===== config.mk =====
export PLATFORM = sky130hd
export DESIGN_NAME = lt_sequencer
export DESIGN_NICKNAME = d
export VERILOG_FILES = /design/src/rtl/lt_sequencer.sv
export SDC_FILE = /design/constraint.sdc
export NUM_CORES = 1
export LEC_CHECK = 0
export CAP_MARGIN = 15
export CORE_MARGIN = 2
export CORE_UTILIZATION = 40
export DETAILED_ROUTE_END_ITERATION = 12
export DONT_BUFFER_PORTS = 1
export PLACE_DENSITY_LB_ADDON = 0.08
export SLEW_MARGIN = 20
export SYNTH_ARGS = -nofsm -noshare
export SYNTH_HDL_FRONTEND = slang
export SYNTH_SLANG_ARGS = --single-unit

===== constraint.sdc =====
create_clock -name i_clk27 -period 3.6 [get_ports i_clk27]
set_input_delay 0.72 -clock i_clk27 [delete_from_list [all_inputs] [get_ports i_clk27]]
set_output_delay 0.72 -clock i_clk27 [all_outputs]
set_load 0.05 [all_outputs]

===== src/rtl/lt_sequencer.sv =====
`timescale 1ns / 1ps
// lt_sequencer: display latency-test controller. Arms on a start request,
// lights the test pattern from the next frame start, then times the
// photodiode: latency (frame start -> first light) and stabilisation time
// (first light -> start of the final stable-high window), in prescaled ticks.
module lt_sequencer #(
    parameter int unsigned PRESCALE   = 27,
    parameter int unsigned CNT_W      = 16,
    parameter int unsigned DEBOUNCE   = 4,
    parameter int unsigned STB_WINDOW = 500
) (
    input  logic             i_clk27,
    input  logic             i_reset,
    input  logic             i_start,
    input  logic             i_abort,
    input  logic [1:0]       i_mode_in,
    input  logic             i_vsync_in,
    input  logic             i_sensor_in,
    output logic             o_lt_active,
    output logic [1:0]       o_lt_mode,
    output logic             o_busy,
    output logic             o_done,
    output logic             o_timeout,
    output logic [CNT_W-1:0] o_result_lat,
    output logic [CNT_W-1:0] o_result_stb
);

    typedef enum logic [2:0] {StIdle, StWaitVs, StLat, StStb, StDone} state_t;

    localparam int unsigned      PW         = (PRESCALE > 1) ? $clog2(PRESCALE) : 1;
    localparam int unsigned      DW         = (DEBOUNCE > 1) ? $clog2(DEBOUNCE) : 1;
    localparam logic [PW-1:0]    PresLast   = PW'(PRESCALE - 1);
    localparam logic [DW-1:0]    DbLast     = DW'(DEBOUNCE - 1);
    localparam logic [CNT_W-1:0] CntMax     = {CNT_W{1'b1}};
    localparam logic [CNT_W-1:0] CntNearMax = {{(CNT_W-1){1'b1}}, 1'b0};
    localparam logic [CNT_W-1:0] StbWin     = CNT_W'(STB_WINDOW);

    state_t           r_state;
    logic             r_vsync_q;
    logic             r_sens_s1;
    logic             r_sens_s2;
    logic             r_sensor_db;
    logic             r_db_rise;
    logic [DW-1:0]    r_db_cnt;
    logic [PW-1:0]    r_presc;
    logic [CNT_W-1:0] r_lat_cnt;
    logic [CNT_W-1:0] r_stb_cnt;
    logic [CNT_W-1:0] r_hold_cnt;
    logic             r_lt_active;
    logic [1:0]       r_lt_mode;
    logic             r_done;
    logic             r_timeout;
    logic [CNT_W-1:0] r_result_lat;
    logic [CNT_W-1:0] r_result_stb;

    logic w_frame_start;
    logic w_run;
    logic w_tick;

    // VSYNC is active-low, so a frame begins on its falling edge
    assign w_frame_start = r_vsync_q && !i_vsync_in;
    assign w_run         = (r_state == StLat) || (r_state == StStb);
    assign w_tick        = w_run && (r_presc == PresLast);

    assign o_lt_active  = r_lt_active;
    assign o_lt_mode    = r_lt_mode;
    assign o_busy       = (r_state != StIdle);
    assign o_done       = r_done;
    assign o_timeout    = r_timeout;
    assign o_result_lat = r_result_lat;
    assign o_result_stb = r_result_stb;

    // Register VSYNC for edge detection
    always_ff @(posedge i_clk27) begin
        if (i_reset) begin
            r_vsync_q <= 1'b0;
        end else begin
            r_vsync_q <= i_vsync_in;
        end
    end

    // Synchronise the photodiode and accept a new level after DEBOUNCE equal samples;
    // r_db_rise pulses in the same cycle the debounced level goes high
    always_ff @(posedge i_clk27) begin
        if (i_reset) begin
            r_sens_s1   <= 1'b0;
            r_sens_s2   <= 1'b0;
            r_sensor_db <= 1'b0;
            r_db_cnt    <= '0;
            r_db_rise   <= 1'b0;
        end else begin
            r_sens_s1 <= i_sensor_in;
            r_sens_s2 <= r_sens_s1;
            r_db_rise <= 1'b0;
            if (r_sens_s2 != r_sensor_db) begin
                if (r_db_cnt == DbLast) begin
                    r_sensor_db <= r_sens_s2;
                    r_db_rise   <= r_sens_s2;
                    r_db_cnt    <= '0;
                end else begin
                    r_db_cnt <= r_db_cnt + 1'b1;
                end
            end else begin
                r_db_cnt <= '0;
            end
        end
    end

    // Tick prescaler: held at zero outside the timing states so that the
    // first tick lands PRESCALE clocks after the frame start
    always_ff @(posedge i_clk27) begin
        if (i_reset || !w_run) begin
            r_presc <= '0;
        end else if (r_presc == PresLast) begin
            r_presc <= '0;
        end else begin
            r_presc <= r_presc + 1'b1;
        end
    end

    // Test sequencing FSM with registered outputs and result counters
    always_ff @(posedge i_clk27) begin
        if (i_reset) begin
            r_state      <= StIdle;
            r_lat_cnt    <= '0;
            r_stb_cnt    <= '0;
            r_hold_cnt   <= '0;
            r_lt_active  <= 1'b0;
            r_lt_mode    <= 2'b00;
            r_done       <= 1'b0;
            r_timeout    <= 1'b0;
            r_result_lat <= '0;
            r_result_stb <= '0;
        end else begin
            r_done <= 1'b0;
            if (i_abort && (r_state != StIdle)) begin
                r_state     <= StIdle;
                r_lt_active <= 1'b0;
            end else begin
                case (r_state)
                    StIdle: begin
                        // abort in the same cycle suppresses the start
                        if (i_start && !i_abort) begin
                            r_lt_mode    <= i_mode_in;
                            r_result_lat <= '0;
                            r_result_stb <= '0;
                            r_timeout    <= 1'b0;
                            r_state      <= StWaitVs;
                        end
                    end
                    StWaitVs: begin
                        if (w_frame_start) begin
                            r_lt_active <= 1'b1;
                            r_lat_cnt   <= '0;
                            r_state     <= StLat;
                        end
                    end
                    StLat: begin
                        if (r_db_rise) begin
                            r_result_lat <= r_lat_cnt;
                            r_stb_cnt    <= '0;
                            r_hold_cnt   <= '0;
                            r_state      <= StStb;
                        end else if (w_tick) begin
                            if (r_lat_cnt == CntNearMax) begin
                                r_lat_cnt    <= CntMax;
                                r_result_lat <= CntMax;
                                r_timeout    <= 1'b1;
                                r_state      <= StDone;
                            end else begin
                                r_lat_cnt <= r_lat_cnt + 1'b1;
                            end
                        end
                    end
                    StStb: begin
                        if (r_hold_cnt == StbWin) begin
                            // report when the final stable-high window began
                            r_result_stb <= r_stb_cnt - StbWin;
                            r_state      <= StDone;
                        end else begin
                            if (w_tick) begin
                                if (r_stb_cnt == CntNearMax) begin
                                    r_stb_cnt    <= CntMax;
                                    r_result_stb <= CntMax;
                                    r_timeout    <= 1'b1;
                                    r_state      <= StDone;
                                end else begin
                                    r_stb_cnt <= r_stb_cnt + 1'b1;
                                end
                            end
                            if (!r_sensor_db) begin
                                r_hold_cnt <= '0;
                            end else if (w_tick) begin
                                r_hold_cnt <= r_hold_cnt + 1'b1;
                            end
                        end
                    end
                    StDone: begin
                        r_lt_active <= 1'b0;
                        r_done      <= 1'b1;
                        r_state     <= StIdle;
                    end
                    default: begin
                        r_state <= StIdle;
                    end
                endcase
            end
        end
    end

endmodule


==> results of run 1 <==
==> registers in the layout, summed over array words and instances (netlist names), 2 cells and up <==
| register | count |
|---|---|
| o_lt_mode | 2 |
| o_result_lat | 16 |
| o_result_stb | 16 |
| r_db_cnt | 2 |
| r_hold_cnt | 16 |
| r_lat_cnt | 16 |
| r_presc | 5 |
| r_state | 3 |
| r_stb_cnt | 16 |
==> layer usage <==
layer | vias up | share of wire | track usage
li1 | 2326 | - | -
met1 | 2177 | 0.49 | 0.265
met2 | 101 | 0.45 | 0.292
met3 | 12 | 0.052 | 0.0518
met4 | 0 | 0.014 | 0.0625
met5 | - | 0 | 0
==> worst paths after layout <==
| path | to | slack, ps | cells after the start |
|---|---|---|---|
| hold / removal | r_db_cnt[0] | 420 | 1 |
| setup reg to reg | o_result_stb[9] | 940 | 5 |
| setup / recovery | o_result_stb[9] | 940 | 5 |
| hold reg to reg | r_db_cnt[0] | 420 | 1 |
==> synthesized netlist by cell type, types with 7 or more instances <==
library cell / instances
dfxtp_1: 100
nand2_1: 70
nor2_1: 49
o21ai_0: 45
clkbuf_1: 32
a21oi_1: 31
o21ai_1: 26
nand3_1: 23
mux2i_1: 22
o211ai_1: 22
inv_1: 19
xnor2_1: 16
a211oi_1: 13
nand4_1: 13
nor3_1: 13
ha_1: 11
a31oi_1: 10
xor2_1: 9
and3_1: 8
buf_2: 8
nand2b_1: 8
nor2b_1: 7
==> worst max-delay path, delay by kind of cell (launching register included) <==
kind               cells  cell delay [ps]
AOI/OAI and AO/OA      2              760
and+or+nand+nor        3             1250
DFF                    1              490
==> kinds of logic after synthesis <==
kind of cell             synth area share
AO/OA/AOI/OAI                       0.231
buffers and inverters              0.0536
multiplexers                       0.0410
adder cells (fa/ha/maj)            0.0256
AND/OR/NAND/NOR                     0.236
flip-flops                          0.373
XOR/XNOR                           0.0408
==> metrics by stage <==
stage / cells / setup WS (ps) / hold WS (ps)
after floorplan: 653 / 1400 / 397
after global placement: 790 / 1020 / 405
after detailed placement: 790 / 918 / 409
after CTS: 805 / 888 / 415
after global routing: 805 / 719 / 417
final: 805 / 935 / 417
==> power groups by stage <==
| stage | clock network (W) | logic [W] | registers [W] |
|---|---|---|---|
| 2_1_floorplan | 0 | 0.0000855 | 0.00115 |
| 3_3_place_gp | 0 | 0.0000827 | 0.00116 |
| 3_5_place_dp | 0 | 0.0000838 | 0.00116 |
| 4_1_cts | 0.00103 | 0.0000838 | 0.00113 |
| 5_1_grt | 0.00107 | 0.0000910 | 0.00114 |
| 6_report | 0.000989 | 0.0000828 | 0.00113 |
==> final cells by class <==
| class | instances | area, sq um | area share |
|---|---|---|---|
| sequential | 100 | 2000 | 0.349 |
| tap | 176 | 220 | 0.0384 |
| clock inverter | 4 | 48.8 | 0.00850 |
| inverter | 20 | 75.1 | 0.0131 |
| timing repair buffer | 6 | 45.0 | 0.00785 |
| clock buffer | 11 | 253 | 0.0440 |
| multi-input combinational | 488 | 3100 | 0.539 |
==> impl_metrics.env, run 1 <==
export IMPL_power_switching_w=0.000493
export IMPL_grt_overflow=0
export IMPL_drive_above_1_share=0.0668
export IMPL_tns_ps=0
export IMPL_min_period_over_period=0.740
export IMPL_hold_violations=0
export IMPL_postCtsResizedCells=0
export IMPL_rsz0062_at_grt="no"
export IMPL_async_flop_share=0
export IMPL_final_common_cell="dfxtp_1"
export IMPL_synth_yosys_seq_area_share=0.373
export IMPL_gp_congestion=0.858
export IMPL_r2r_start="r_hold_cnt[2]"
export IMPL_ys_ff_latch=100
export IMPL_yosysUniqueCellTypes=65
export IMPL_antenna_cells=0
export IMPL_finalCriticalPeriod_ps=2660
export IMPL_clkSinkCount=100
export IMPL_synth_edf_count=0
export IMPL_cp_slowest_stage_delay_ps=600
export IMPL_boundaryPins=46
export IMPL_floorplan_initialDensity=0.407
export IMPL_vias_per_cell=5.73
export IMPL_yosysWarnings=0
export IMPL_most_common_layout_cells="dfxtp_1, nand2_1, nor2_1"
export IMPL_areaGrowthSynthToFinish_pct=6.85
export IMPL_synth_area_top_cells="dfxtp_1, nand2_1, o21ai_0"
export IMPL_crit_start="r_hold_cnt[2]"
export IMPL_syn_nets=672
export IMPL_grt_use_total=0.192
export IMPL_drc=0
export IMPL_rows=42
export IMPL_numCtsBuffers=9
export IMPL_die_y_um=120
export IMPL_cts_root_buf="clkbuf_16"
export IMPL_placed_area_sq_um=5430
export IMPL_p_seq_frac=0.514
export IMPL_antenna_found_initial=0
export IMPL_path_class="flip-flop to flip-flop"
export IMPL_layout_nets=644
export IMPL_worstPathCellList="or4b_1 -> nor4_4 -> nor2_1 -> a21oi_2 -> o21ai_1"
export IMPL_cts_hold_buf=0
export IMPL_crit_path_max_fanout=16
export IMPL_postSynthCellCount=653
export IMPL_fillCellCount=1333
export IMPL_cts_buffer_depth=2
export IMPL_finalMaxSlewViolations=0
export IMPL_clk_pin_slew_ps=60
export IMPL_avgSynthCellArea_sq_um=8.23
export IMPL_final_util=0.435
export IMPL_critical_path_arrival_ps=2870
export IMPL_cts_setup_buffers=0
export IMPL_status="finished clean"
export IMPL_fmax_mhz=375
export IMPL_drv_cap=0
export IMPL_synthFlopType="dfxtp_1"
export IMPL_clkPwrFrac=0.448
export IMPL_fp_coreArea_sq_um=13200
export IMPL_crit_path_start_kind="flip-flop"
export IMPL_fin_area_sq_um=5740
export IMPL_first_pass_iters=4
export IMPL_finClkSkew_ps=5.99
export IMPL_worst_path_max_delay_cell="a21oi_2"
export IMPL_first_iter_violations=247
export IMPL_powerDensity_nw_per_um2=384
export IMPL_netlist_area_sq_um=5370
export IMPL_vias=4616
export IMPL_routedWlPerCell_um=16.2
export IMPL_end_kind="flip-flop"
export IMPL_holdCritStartpoint="r_db_cnt[0]"
export IMPL_htreeDepth=3
export IMPL_power_w=0.00221
export IMPL_power_leakage_nw=1.88
export IMPL_required_ps=3810
export IMPL_grt_pass1_wl_mm=22.3
export IMPL_cts_tree="done"
export IMPL_die_w_um=120
export IMPL_antenna_left=0
export IMPL_p_int_w=0.00171
export IMPL_dpl_hpwl_mm=9.00
export IMPL_relSlewSlack=0.505
export IMPL_dieArea_sq_um=14400
export IMPL_finalWirelength_mm=13.1
export IMPL_grt_pass1_vias=4403
export IMPL_yosysTopAreaCell="dfxtp_1"
export IMPL_tightest_slew_ps=742
export IMPL_grt_max_degree=44
export IMPL_synth_top_area_frac=0.373
export IMPL_setup_viol=0
export IMPL_ir_drop_uv=242
export IMPL_portBuffers=0
export IMPL_swShare=0.223
export IMPL_clock_latency_ps=350
export IMPL_hold_class="flip-flop to flip-flop"
export IMPL_combPwrFrac=0.038
No activity file was read; power rests on OpenSTA's default activity.
==> run 2: changes to the inputs <==
==> constraint.sdc (replaced) <==
create_clock -name i_clk27 -period 2.49 [get_ports i_clk27]
set_input_delay 0.498 -clock i_clk27 [delete_from_list [all_inputs] [get_ports i_clk27]]
set_output_delay 0.498 -clock i_clk27 [all_outputs]
set_load 0.05 [all_outputs]
==> impl_metrics.env, run 2 (synthesis gave the netlist of run 1 again) <==
export IMPL_first_pass_iters=5
export IMPL_rsz0062_at_grt="no"
export IMPL_first_iter_violations=227
export IMPL_gp_congestion=0.831
export IMPL_grt_use_total=0.195
export IMPL_most_common_layout_cells="dfxtp_1, nand2_1, nor2_1"
export IMPL_hold_violations=0
export IMPL_cts_buffer_depth=2
export IMPL_multi_input_comb_area_sq_um=3090
export IMPL_worst_r2r_cell_count=5
export IMPL_postCtsResizedCells=0
export IMPL_setup_viol=0
export IMPL_crit_family="simple AND/OR/NAND/NOR gates"
export IMPL_portBuffers=0
export IMPL_holdWs_ps=206
export IMPL_finalMaxSlewViolations=0
export IMPL_htreeDepth=3
export IMPL_critical_path_arrival_ps=2560
export IMPL_antenna_found_initial=0
export IMPL_power_leakage_nw=2.00
export IMPL_final_common_cell="dfxtp_1"
export IMPL_fillCellCount=1339
export IMPL_boundaryPins=46
export IMPL_path_class="flip-flop to flip-flop"
export IMPL_die_w_um=120
export IMPL_final_util=0.447
export IMPL_drive_above_1_share=0.104
export IMPL_dieArea_sq_um=14400
export IMPL_die_y_um=120
export IMPL_drc=0
export IMPL_required_ps=2740
export IMPL_crit_path_max_fanout=20
export IMPL_end_kind="flip-flop"
export IMPL_min_to="r_sens_s2"
export IMPL_relSlewSlack=0.467
export IMPL_grt_overflow=0
export IMPL_antenna_cells=0
export IMPL_vias_per_cell=5.68
export IMPL_tightest_slew_ps=793
export IMPL_worst_r2r_setup_slack_ps=180
export IMPL_clk_pin_slew_ps=70
export IMPL_fp_coreArea_sq_um=13200
export IMPL_layout_nets=669
export IMPL_r2r_start="r_hold_cnt[12]"
export IMPL_floorplan_initialDensity=0.407
export IMPL_finClkSkew_ps=6.52
export IMPL_numCtsBuffers=9
export IMPL_grt_pass1_vias=4474
export IMPL_drv_cap=0
export IMPL_min_period_over_period=0.929
export IMPL_grt_pass1_wl_mm=22.7
export IMPL_cts_tree="done"
export IMPL_worstPathCellList="or4b_1 -> or4_4 -> o21ai_2 -> mux2i_1 -> nor2_1"
export IMPL_worst_path_max_delay_cell="or4_4"
export IMPL_holdPathStages=1
export IMPL_finalWirelength_mm=13.5
export IMPL_powerDensity_nw_per_um2=523
export IMPL_cp_slowest_stage_delay_ps=680
export IMPL_crit_path_start_kind="flip-flop"
export IMPL_status="finished clean"
export IMPL_power_w=0.00308
export IMPL_seqCellArea_sq_um=2000
export IMPL_hold_class="input port to flip-flop"
export IMPL_routedWlPerCell_um=16.2
export IMPL_crit_start="r_hold_cnt[12]"
export IMPL_cts_root_buf="clkbuf_16"
export IMPL_clock_latency_ps=350
export IMPL_grt_max_degree=44
export IMPL_antenna_left=0
export IMPL_rows=42
export IMPL_vias=4720
export IMPL_clkSinkCount=100
export IMPL_dpl_hpwl_mm=9.52
export IMPL_areaGrowthSynthToFinish_pct=9.83
export IMPL_r2r_end="r_hold_cnt[1]"
export IMPL_cts_hold_buf=0
export IMPL_cts_setup_buffers=0
export IMPL_holdCritStartpoint="i_reset"
export IMPL_tns_ps=0
export IMPL_crit_buf_inv=0
export IMPL_ir_drop_uv=277
export IMPL_fmax_mhz=432
export IMPL_finalCriticalPeriod_ps=2310
[run 2: cell types whose count changed in the layout (fill, tap and decap cells not counted)]
cell	change
buf_12	+1
buf_4	+24
bufinv_16	-1
clkbuf_8	-2
clkinv_2	+2
clkinvlp_4	+2
o22ai_2	+1
o22ai_4	-1
[run 2: worst max path at each step]
stage / cells after the start / slack (ps) / endpoint
2_1_floorplan: 7 / 290 / o_result_stb[10]
3_3_place_gp: 5 / 210 / r_hold_cnt[1]
3_5_place_dp: 5 / 190 / r_hold_cnt[1]
4_1_cts: 5 / 170 / r_hold_cnt[1]
5_1_grt: 7 / 20 / r_hold_cnt[9]
6_report: 5 / 180 / r_hold_cnt[1]
[run 2: cell type report]
class,count,share of cell area
inverters,20,0.0127
well taps,176,0.0373
flip-flops and latches,100,0.339
repair buffers,31,0.0416
clock inverters,7,0.00742
clock buffers,9,0.0382
multi-input cells,488,0.524
[run 2: per-stage QoR]
step | std cells | setup slack, ps | area (sq um)
after CTS | 831 | 170 | 5900
after detailed placement | 815 | 192 | 5630
after global routing | 831 | 20.6 | 5900
after global placement | 815 | 206 | 5630
after floorplan | 653 | 289 | 5370
final | 831 | 177 | 5900
[run 2: report_power, final]
part,leakage (nW),switching (W),total (W),internal (W)
logic,1.06,0.0000879,0.000140,0.0000519
registers,0.806,0.0000219,0.00163,0.00161
clock network,0.131,0.000641,0.00131,0.000673
[run 2: per-layer routing]
| layer | routed length [um] | vias up | GRT usage |
|---|---|---|---|
| met4 | 196 | 0 | 0.0699 |
| met5 | 0 | - | 0 |
| met3 | 765 | 14 | 0.0375 |
| li1 | - | 2382 | - |
| met1 | 6500 | 2206 | 0.266 |
| met2 | 6010 | 118 | 0.307 |
==> run 3: changes to the inputs <==
--- a/config.mk
+++ b/config.mk
@@ -11,7 +11,6 @@
 export DETAILED_ROUTE_END_ITERATION = 12
 export DONT_BUFFER_PORTS = 1
 export PLACE_DENSITY_LB_ADDON = 0.08
-export SLEW_MARGIN = 20
 export SYNTH_ARGS = -nofsm -noshare
 export SYNTH_HDL_FRONTEND = slang
 export SYNTH_SLANG_ARGS = --single-unit
==> results of run 3 <==
No change in the layout: final DEF, timing and power equal those of run 2.
